==> src/rtl/port_sample_seq.sv <==
// Machine-cycle-aware input port sampler: channel select, optional input synchroniser,
// and transparent / cycle-capture / edge-accumulate / hold result modes.
// Optional feature: define PORT_SAMPLE_SYNC_EN to add a 2-flop synchroniser on every ch_in bit.
module port_sample_seq #(
  parameter int WIDTH     = 8,
  parameter int CHANNELS  = 2,
  parameter int CYCLE_LEN = 8
) (
  input  logic                          clk,
  input  logic                          rst,
  input  logic                          ena,
  input  logic [CHANNELS*WIDTH-1:0]     ch_in,
  input  logic [$clog2(CHANNELS)-1:0]   sel,
  input  logic [1:0]                    mode,
  input  logic                          rd_ack,
  output logic [WIDTH-1:0]              data_out,
  output logic                          valid,
  output logic                          overrun,
  output logic [$clog2(CYCLE_LEN)-1:0]  phase,
  output logic                          cycle_strobe
);

  localparam int SEL_W = $clog2(CHANNELS);
  localparam int PH_W  = $clog2(CYCLE_LEN);
  localparam logic [PH_W-1:0] PH_LAST = PH_W'(CYCLE_LEN - 1);

  localparam logic [1:0] MODE_TRANSP = 2'b00;
  localparam logic [1:0] MODE_CAPT   = 2'b01;
  localparam logic [1:0] MODE_ACC    = 2'b10;

  logic [CHANNELS*WIDTH-1:0] w_bus;
  logic [WIDTH-1:0]          w_s;
  logic [WIDTH-1:0]          w_edge;
  logic                      w_last;
  logic                      w_mode_chg;
  logic                      w_upd;

  logic [WIDTH-1:0]          r_data;
  logic                      r_valid;
  logic                      r_overrun;
  logic [PH_W-1:0]           r_phase;
  logic [WIDTH-1:0]          r_acc;
  logic [WIDTH-1:0]          r_prev;
  logic [SEL_W-1:0]          r_sel_q;
  logic [1:0]                r_mode_q;

`ifdef PORT_SAMPLE_SYNC_EN
  logic [CHANNELS*WIDTH-1:0] r_sync1;
  logic [CHANNELS*WIDTH-1:0] r_sync2;

  // Synchroniser ignores ena so the pad path keeps settling while the core is frozen.
  always_ff @(posedge clk or posedge rst) begin
    if (rst) begin
      r_sync1 <= '0;
      r_sync2 <= '0;
    end else begin
      r_sync1 <= ch_in;
      r_sync2 <= r_sync1;
    end
  end

  assign w_bus = r_sync2;
`else
  assign w_bus = ch_in;
`endif

  // Out-of-range selects fall through to channel 0.
  always_comb begin
    w_s = w_bus[0 +: WIDTH];
    for (int k = 1; k < CHANNELS; k++) begin
      if (sel == SEL_W'(k)) begin
        w_s = w_bus[k*WIDTH +: WIDTH];
      end
    end
  end

  assign w_last       = (r_phase == PH_LAST);
  assign cycle_strobe = ena & w_last;
  assign w_mode_chg   = (mode != r_mode_q);
  assign w_edge       = (sel != r_sel_q) ? '0 : (w_s & ~r_prev);
  assign w_upd        = w_last & ((mode == MODE_CAPT) | (mode == MODE_ACC));

  always_ff @(posedge clk or posedge rst) begin
    if (rst) begin
      r_data    <= '0;
      r_valid   <= 1'b0;
      r_overrun <= 1'b0;
      r_phase   <= '0;
      r_acc     <= '0;
      r_prev    <= '0;
      r_sel_q   <= '0;
      r_mode_q  <= '0;
    end else if (ena) begin
      r_phase  <= w_last ? '0 : r_phase + 1'b1;
      r_prev   <= w_s;
      r_sel_q  <= sel;
      r_mode_q <= mode;

      if (w_mode_chg) begin
        r_acc <= '0;
      end else if (mode == MODE_ACC) begin
        r_acc <= w_last ? '0 : (r_acc | w_edge);
      end

      if (mode == MODE_TRANSP) begin
        r_data  <= w_s;
        r_valid <= 1'b1;
      end else if (w_upd) begin
        r_data  <= (mode == MODE_CAPT) ? w_s : (r_acc | w_edge);
        r_valid <= 1'b1;
        if (r_valid && !rd_ack) begin
          r_overrun <= 1'b1;
        end
      end else if (rd_ack) begin
        r_valid <= 1'b0;
      end
    end
  end

  assign data_out = r_data;
  assign valid    = r_valid;
  assign overrun  = r_overrun;
  assign phase    = r_phase;

endmodule
==> config.mk <==
export PLATFORM = sky130hd
export DESIGN_NAME = port_sample_seq
export DESIGN_NICKNAME = d
export VERILOG_FILES = /design/src/rtl/port_sample_seq.sv
export SDC_FILE = /design/constraint.sdc
export NUM_CORES = 1
export LEC_CHECK = 0
export ABC_AREA = 1
export CORE_MARGIN = 2
export CORE_UTILIZATION = 54
export DETAILED_ROUTE_END_ITERATION = 6
export PLACE_DENSITY = 0.86
export SYNTH_ARGS = -nofsm -noshare
export SYNTH_HDL_FRONTEND = slang
export SYNTH_SLANG_ARGS = --single-unit
==> constraint.sdc <==
create_clock -name clk -period 2.8 [get_ports clk]
set_input_delay 0.28 -clock clk [delete_from_list [all_inputs] [get_ports clk]]
set_output_delay 0.28 -clock clk [all_outputs]
set_load 0.02 [all_outputs]
---- Word-level counts from Yosys, hierarchy flattened ----
Cells that the tools add are included.
Widths: inputs -> output; s select.
operators by class
  add/sub/neg operators ................... 1
  reduce and logical (&&, ||, !) cells .... 10
  mux-type cells .......................... 12
  equal/unequal tests ..................... 5
  bitwise gates (word level) .............. 7
operators with widths
  operator             number
  $mux 8               8
  $and 8x8->8          1
  $not 8->8            1
  $or 8x8->8           1
  $reduce_and 2->1     3
  $reduce_and 4->1     1
  $reduce_bool 2->1    2
  $add 3x1->3 const B  1
  $eq 3x3->1 const B   1
  $mux 1               3
  $mux 3               1
  $reduce_bool 3->1    1
  $and 1x1->1          2
  $eq 2x1->1 const B   1
  $eq 2x2->1 const B   1
  $logic_not 2->1      1
  $ne 2x2->1           1
  $logic_and 1x1->1    1
  $logic_not 1->1      1
  $ne 1x1->1           1
  $not 1->1            1
  $or 1x1->1           1
word-level totals
  input port bits ......................... 23
  word-level logic and storage cells ...... 43
  register bits ........................... 32

---- Depth between registers and ports, before layout ----
Gate-level depths: netlist of run 1.
  depth after elaboration ................. 7
  mapped depth ............................ 8
  mapped depth without buffers ............ 8

---- Worst setup path before layout of run 1 ----
OpenSTA, ideal clock, no wires.
  path type ............................... reg2reg
  from .................................... register r_phase[0], in the netlist phase[0]
  to ...................................... register r_data[0], in the netlist data_out[0]
  arrival ................................. 1418 ps
  data required time ...................... 2683 ps
  buffers on the path ..................... 0
  setup slack ............................. 1265 ps
  cell stages (with the launch flop) ...... 8
  cell sequence ........................... dfrtp_1 ha_1 ha_1 nand2_1 a21oi_4 clkinv_1 nand2_1 nand2_1
between the ends
  cells in the longest elaborated chain, start to end .. 4
RTL lines
  element                             line  text
  start, declared                     41    logic [PH_W-1:0] r_phase;
  start signal, assigned              94    r_phase <= w_last ? '0 : r_phase + 1'b1;
  $eq 3x3->1                          77    assign w_last = (r_phase == PH_LAST);
  $and 1x1->1                         81    assign w_upd = w_last & ((mode == MODE_CAPT) | (mode == MODE_ACC));
  $reduce_bool 2->1 (no source line)  --
  $reduce_and 2->1 (no source line)   --
  end signal, assigned                106   r_data <= w_s;
  end signal, assigned                109   r_data <= (mode == MODE_CAPT) ? w_s : (r_acc | w_edge);
  end, declared                       38    logic [WIDTH-1:0] r_data;
No other way between the ends.
A chain may end at the register's enable or synchronous reset.

---- Final worst setup path of run 1 ----
  from .................................... input port ena
  to ...................................... output port cycle_strobe
between the ends
  cells in the longest elaborated chain, start to end .. 1
RTL lines
  element          line  text
  start, declared  11    input logic ena,
  $and 1x1->1      78    assign cycle_strobe = ena & w_last;
  end, declared    20    output logic cycle_strobe
No other way between the ends.

==> results of run 1 <==
registers in the layout, indices dropped and copies added, names as in the netlist:
| signal | flops |
|---|---|
| r_mode_q | 2 |
| overrun | 1 |
| valid | 1 |
| data_out | 8 |
| phase | 3 |
| r_sel_q | 1 |
| r_acc | 8 |
| r_prev | 8 |
cell type report:
cell class / instances / area (sq um) / share of cell area [%]
inverter: 43 / 161.4 / 7.350
clock buffer: 6 / 41.29 / 1.880
tap: 44 / 55.05 / 2.507
sequential: 32 / 800.8 / 36.47
multi-input combinational: 143 / 742.0 / 33.79
clock inverter: 1 / 5.005 / 0.2279
timing repair buffer: 40 / 390.4 / 17.78
cell usage in the layout (no fill, tap or decap), drive strengths merged:
master | netlist | routed
buf | 4 | 4
o21ai | 27 | 27
clkinv | 1 | 2
and2 | 8 | 8
clkbuf | 2 | 6
a21oi | 10 | 10
o21bai | 1 | 1
clkdlybuf4s50 | 0 | 36
ha | 5 | 5
inv | 42 | 42
nand2 | 69 | 69
nand3 | 17 | 17
xnor2 | 1 | 1
nand4 | 2 | 2
dfrtp | 32 | 32
nor2 | 3 | 3
synthesized netlist by cell type, types with 2 or more instances:
master / n
o21ai_0: 19
o21ai_2: 8
a21oi_1: 9
nand4_1: 2
ha_1: 5
dfrtp_1: 32
clkbuf_1: 2
nand3_1: 17
nand2_1: 69
nor2_1: 3
and2_1: 8
inv_1: 41
critical path: cells and delay by family:
family	cells	cell delay, ps
and+or+nand+nor	1	140
buffers and inverters	3	1470
worst max-delay path by stage:
| stage | end | from | slack [ps] | depth (start not counted) |
|---|---|---|---|---|
| final | cycle_strobe | ena | 620 | 4 |
| after global routing | cycle_strobe | ena | 520 | 4 |
| after CTS | cycle_strobe | ena | 610 | 4 |
| after detailed placement | data_out[7] | mode[0] | 550 | 8 |
| after global placement | data_out[4] | mode[0] | 570 | 8 |
| after floorplan | data_out[0] | phase[0] | 1260 | 7 |
cells by family (layout without fill, tap and decap cells):
| kind of cell | after synthesis | in the layout | synth area share [%] |
|---|---|---|---|
| AND/OR/NAND/NOR | 99 | 99 | 23.81 |
| buffers and inverters | 49 | 90 | 12.12 |
| adder cells (fa/ha/maj) | 5 | 5 | 3.564 |
| flip-flops | 32 | 32 | 45.62 |
| AO/OA/AOI/OAI | 38 | 38 | 13.33 |
| XOR/XNOR | 1 | 1 | 1.568 |
power groups by stage:
stage,Combinational (uW),Clock (uW),Sequential [uW]
floorplan,185,0,673
global placement,462,0,597
detailed placement,472,0,599
CTS,473,252,590
global route,523,270,597
finish,467,238,589
metal layers:
layer,vias to the layer above,GRT usage (%)
li1,777,-
met1,684,30.87
met2,24,40.09
met3,2,4.412
met4,0,6.522
met5,-,0
metrics by stage:
step	instance area (sq um)	cells	setup slack (ps)
after floorplan	1755	224	1265
after CTS	2196	309	609.5
after global placement	2150	302	566.5
after global routing	2196	309	521.9
final	2196	309	620.2
after detailed placement	2150	302	550.0
==> run metrics, run 1 <==
port buffer count 36; met3 WL 128 microns; final WL around 3.6 mm; slowest CP cell clkdlybuf4s50_1; Cells after Synth ~220; final setup vio count 0; number of synthesized register bits 32; Top cell by count, worst path clkdlybuf4s50_1; I/O Pins 37; area leader, netlist dfrtp_1; Critical R2R Launch phase[0]; Mapped Area ~1800 sq um; GP Congestion 0.8128; First DRT Iteration DRCs between 70 and 80; DRC 0; # clock sinks 32; DR WL/cell approximately 12 microns; Critical Path Sink Type output pin; setup TNS 0 ps; deepest clock path buffer count 2; HPWL Detailed ~2.6 mm; post-synthesis sequential area ratio approximately 46%; Slew HR 65.74%; crit start category primary input; r2r endpoint data_out[7]; power density cells 589.0 nW/um^2; max-capacitance violation count 0; Power Total around 1300 uW; CTS Hold Bufs 0; Placeable Area ~3100 sq um; CTS root buf clkbuf_4; Fill cells between 200 and 300; pin count of the biggest net entering global routing 33; critical-path maximum fanout 15; Overall Global Routing Usage between 20% and 30%; WL met1 around 1.6 mm; Seq pwr share between 40% and 50%; max-slew violations 0; fin util about 71%; synth unique cells 21; via count roughly 1500; Worst Reg-to-Reg Cells 7; worst slew pin tran 512.3 ps; sw frac roughly 34%; Starting Density between 50% and 60%; Highest Signal Layer met4; row count 20; Layout Nets 293; period utilization a little under 80%; post-synthesis average cell area 7.837 sq um; Data required, critical path 2520 ps; Max Freq 458.8 MHz; Pint around 850 uW; first-pass GRT wire length 6.430 mm; GRT overflow 0; Warnings, synthesis 0; Clk pwr share 18.4%; Tmin final roughly 2200 ps; Final Skew around 4.4 ps; drt pass-1 iters 4; CP max stage delay a little under 800 ps; die span in x 61.02 microns; initial antenna violation count 0; clock latency on the worst-skew pair around 320 ps; number of setup buffers added after CTS 0; status finished clean; Worst VDD drop about 360 uV; Die Ht roughly 61 microns; CTS resizes 0; share of cells above drive strength 1 under 10%; Pleak ~0.0011 uW; die area 3723 sq um; crit path kind in2out; hold crit path type in2async; Hold WS around 340 ps; critical path arrival ~1900 ps; Post-synth top flop dfrtp_1; Gate power share around 36%; total CTS buffers 5; routed vias/inst between 4 and 5; async set or reset register ratio after synthesis 100.0%; antenna-violating nets left 0; Post-synth EDFFs 0; Yosys top cell area share approximately 46%; # H-tree levels 2; RSZ-0062 raised after global routing no; sw power about 440 uW; TritonCTS clock tree built; final hold violations 0; met2 WL between 1.5 and 2 mm; vias in the first global route ~1500; worst-path cell chain clkdlybuf4s50_1, nand2_1, inv_1, clkdlybuf4s50_1; setup slack, reg-to-reg roughly 1000 ps; Layout area overhead 25.09%; largest cells by area after synthesis dfrtp_1 (46%), nand2_1 (15%), inv_1 (8.8%); antenna cells 0; Mapped Nets approximately 250; clock transition at the registers of the reported paths about 90 ps
No activity file was read; power rests on OpenSTA's default activity.
==> run 2: changes to the inputs <==
--- a/config.mk
+++ b/config.mk
@@ -7,9 +7,9 @@
 export LEC_CHECK = 0
 export ABC_AREA = 1
 export CORE_MARGIN = 2
-export CORE_UTILIZATION = 54
+export CORE_UTILIZATION = 50
 export DETAILED_ROUTE_END_ITERATION = 6
-export PLACE_DENSITY = 0.86
+export PLACE_DENSITY = 0.81
 export SYNTH_ARGS = -nofsm -noshare
 export SYNTH_HDL_FRONTEND = slang
 export SYNTH_SLANG_ARGS = --single-unit
==> constraint.sdc (replaced) <==
create_clock -name clk -period 2.09 [get_ports clk]
set_input_delay 0.209 -clock clk [delete_from_list [all_inputs] [get_ports clk]]
set_output_delay 0.209 -clock clk [all_outputs]
set_load 0.02 [all_outputs]
==> run 2 against run 1 <==
Non-clock buffer count grew 4. Largest cell class unchanged. Clock skew is 3.4 ps higher. Via count rose by 2.2%. Combinational power increased by 36%. Routed wire length up 6.6%. Die area up 7.5%.
==> run metrics, run 2 (synthesis results as in run 1) <==
status finished clean; Starting Density 52.19%; GP Congestion 0.7713; clock latency on the worst-skew pair approximately 340 ps; critical path arrival 1980 ps; GR Layer Usage met1 24.91%; max-capacitance violation count 0; hold crit path type in2async; pin count of the biggest net entering global routing 33; Layout area overhead 27.80%; via count approximately 1500; Power Total roughly 1800 uW; cell area after layout approximately 2200 sq um; DRC 0; Gate power share about a third; deepest clock path buffer count 2; Critical Path Sink Type register; Data required, critical path 2340 ps; vias in the first global route 1550; Placeable Area 3363 sq um; busiest grt layer met2; RSZ-0062 raised after global routing no; routed vias/inst 4.810; CTS Hold Bufs 0; I/O Pins 37; clock transition at the registers of the reported paths around 100 ps; Pint around 1200 uW; antenna-violating nets left 0; # clock sinks 32; first-pass GRT wire length about 6.7 mm; row count 21; First DRT Iteration DRCs 77; final setup vio count 0; fin util between 60% and 70%; HPWL Detailed about 2.8 mm; CTS root buf clkbuf_4; final WL ~3.8 mm; Pleak approximately 0.0012 uW; setup slack, reg-to-reg 360 ps; crit path kind reg2reg; sw frac about 34%; total CTS buffers 5; Worst VDD drop 476.3 uV; commonest non-fill, non-tap cell in the layout nand2_1; Seq pwr share 44.0%; Die Ht about 63 microns; met3 Use GR around 5.7%; TritonCTS clock tree built; antenna cells 0; setup TNS 0 ps; power density cells around 800 nW/um^2; share of cells above drive strength 1 9.259%; # H-tree levels 2; DR WL/cell 12.03 microns; Overall Global Routing Usage 21.76%; Cell Area, Placed about 2200 sq um; port buffer count 36; die area about 4000 sq um; max-slew violations 0; Post-Layout Cell Count 316; crit start category register; GRT met2 Usage 38.30%; initial antenna violation count 0; Final Skew just under 8 ps; Max Freq 577.2 MHz; final hold violations 0; critical-path maximum fanout 8; Layout Nets approximately 300; sw power between 600 and 700 uW; Clk pwr share about 21%; die span in x approximately 63 microns; period utilization a little over 80%; worst slew pin tran 406.4 ps; commonest cells after routing, fill and taps aside nand2_1 (69), inv_1 (41), clkdlybuf4s50_1 (35); Slew HR 72.83%; drt pass-1 iters 5; # placed instances 308; Tmin final roughly 1700 ps; GRT overflow 0
## run 2: changes by cell type in the layout (fill, tap and decap cells not counted)
cell,previous run,this run
dlymetal6s2s_1,0,1
clkinv_2,1,0
clkbuf_1,1,2
clkdlybuf4s50_1,36,35
clkbuf_8,0,1
buf_4,4,8
## run 2: path summary, 6_finish.rpt
check	from	end	depth (start not counted)
worst max-delay path	phase[0]	r_acc[6]	5
min in group clk	overrun	overrun	1
max in group asynchronous	rst	data_out[2]	3
worst min-delay path	rst	r_prev[6]	3
worst min register to register	overrun	overrun	1
worst max register to register	phase[0]	r_acc[6]	5
## run 2: layout make-up
type	instances	area, sq um
tap	46	57.56
clock buffer	8	58.81
inverter	43	161.4
timing repair buffer	44	422.9
sequential	32	800.8
multi-input combinational	143	742.0
fill	305	1120
## run 2: power groups by stage
stage / logic (uW) / registers, uW / clock network [uW]
global placement: 619 / 804 / 0
floorplan: 248 / 901 / 0
finish: 635 / 794 / 374
CTS: 644 / 794 / 379
global route: 694 / 808 / 413
detailed placement: 641 / 806 / 0
## run 2: critical path, stage by stage (launching register included)
cell,delay (ps)
dfrtp_1,420
ha_1,210
ha_1,210
nor2_1,150
nand4_1,370
a21oi_1,290
## run 2: what timing repair did
action | CTS | global route
resized for setup | 0 | 1
setup endpoints to repair | 0 | 1
buffers inserted | 0 | 0
## run 2: layer usage
metal  up-vias  wire, microns
li1        784              -
met1       697           1633
met2        33           1943
met3         6            182
met4         0             42
met5         -              0
## run 2: metrics by stage
| step | worst slack [ps] | hold WS (ps) |
|---|---|---|
| final | 357.4 | 254.1 |
| after floorplan | 555.0 | 325.2 |
| after global routing | 217.2 | 289.8 |
| after CTS | 30.44 | 268.5 |
| after detailed placement | 147.2 | 467.2 |
| after global placement | 234.6 | 465.0 |
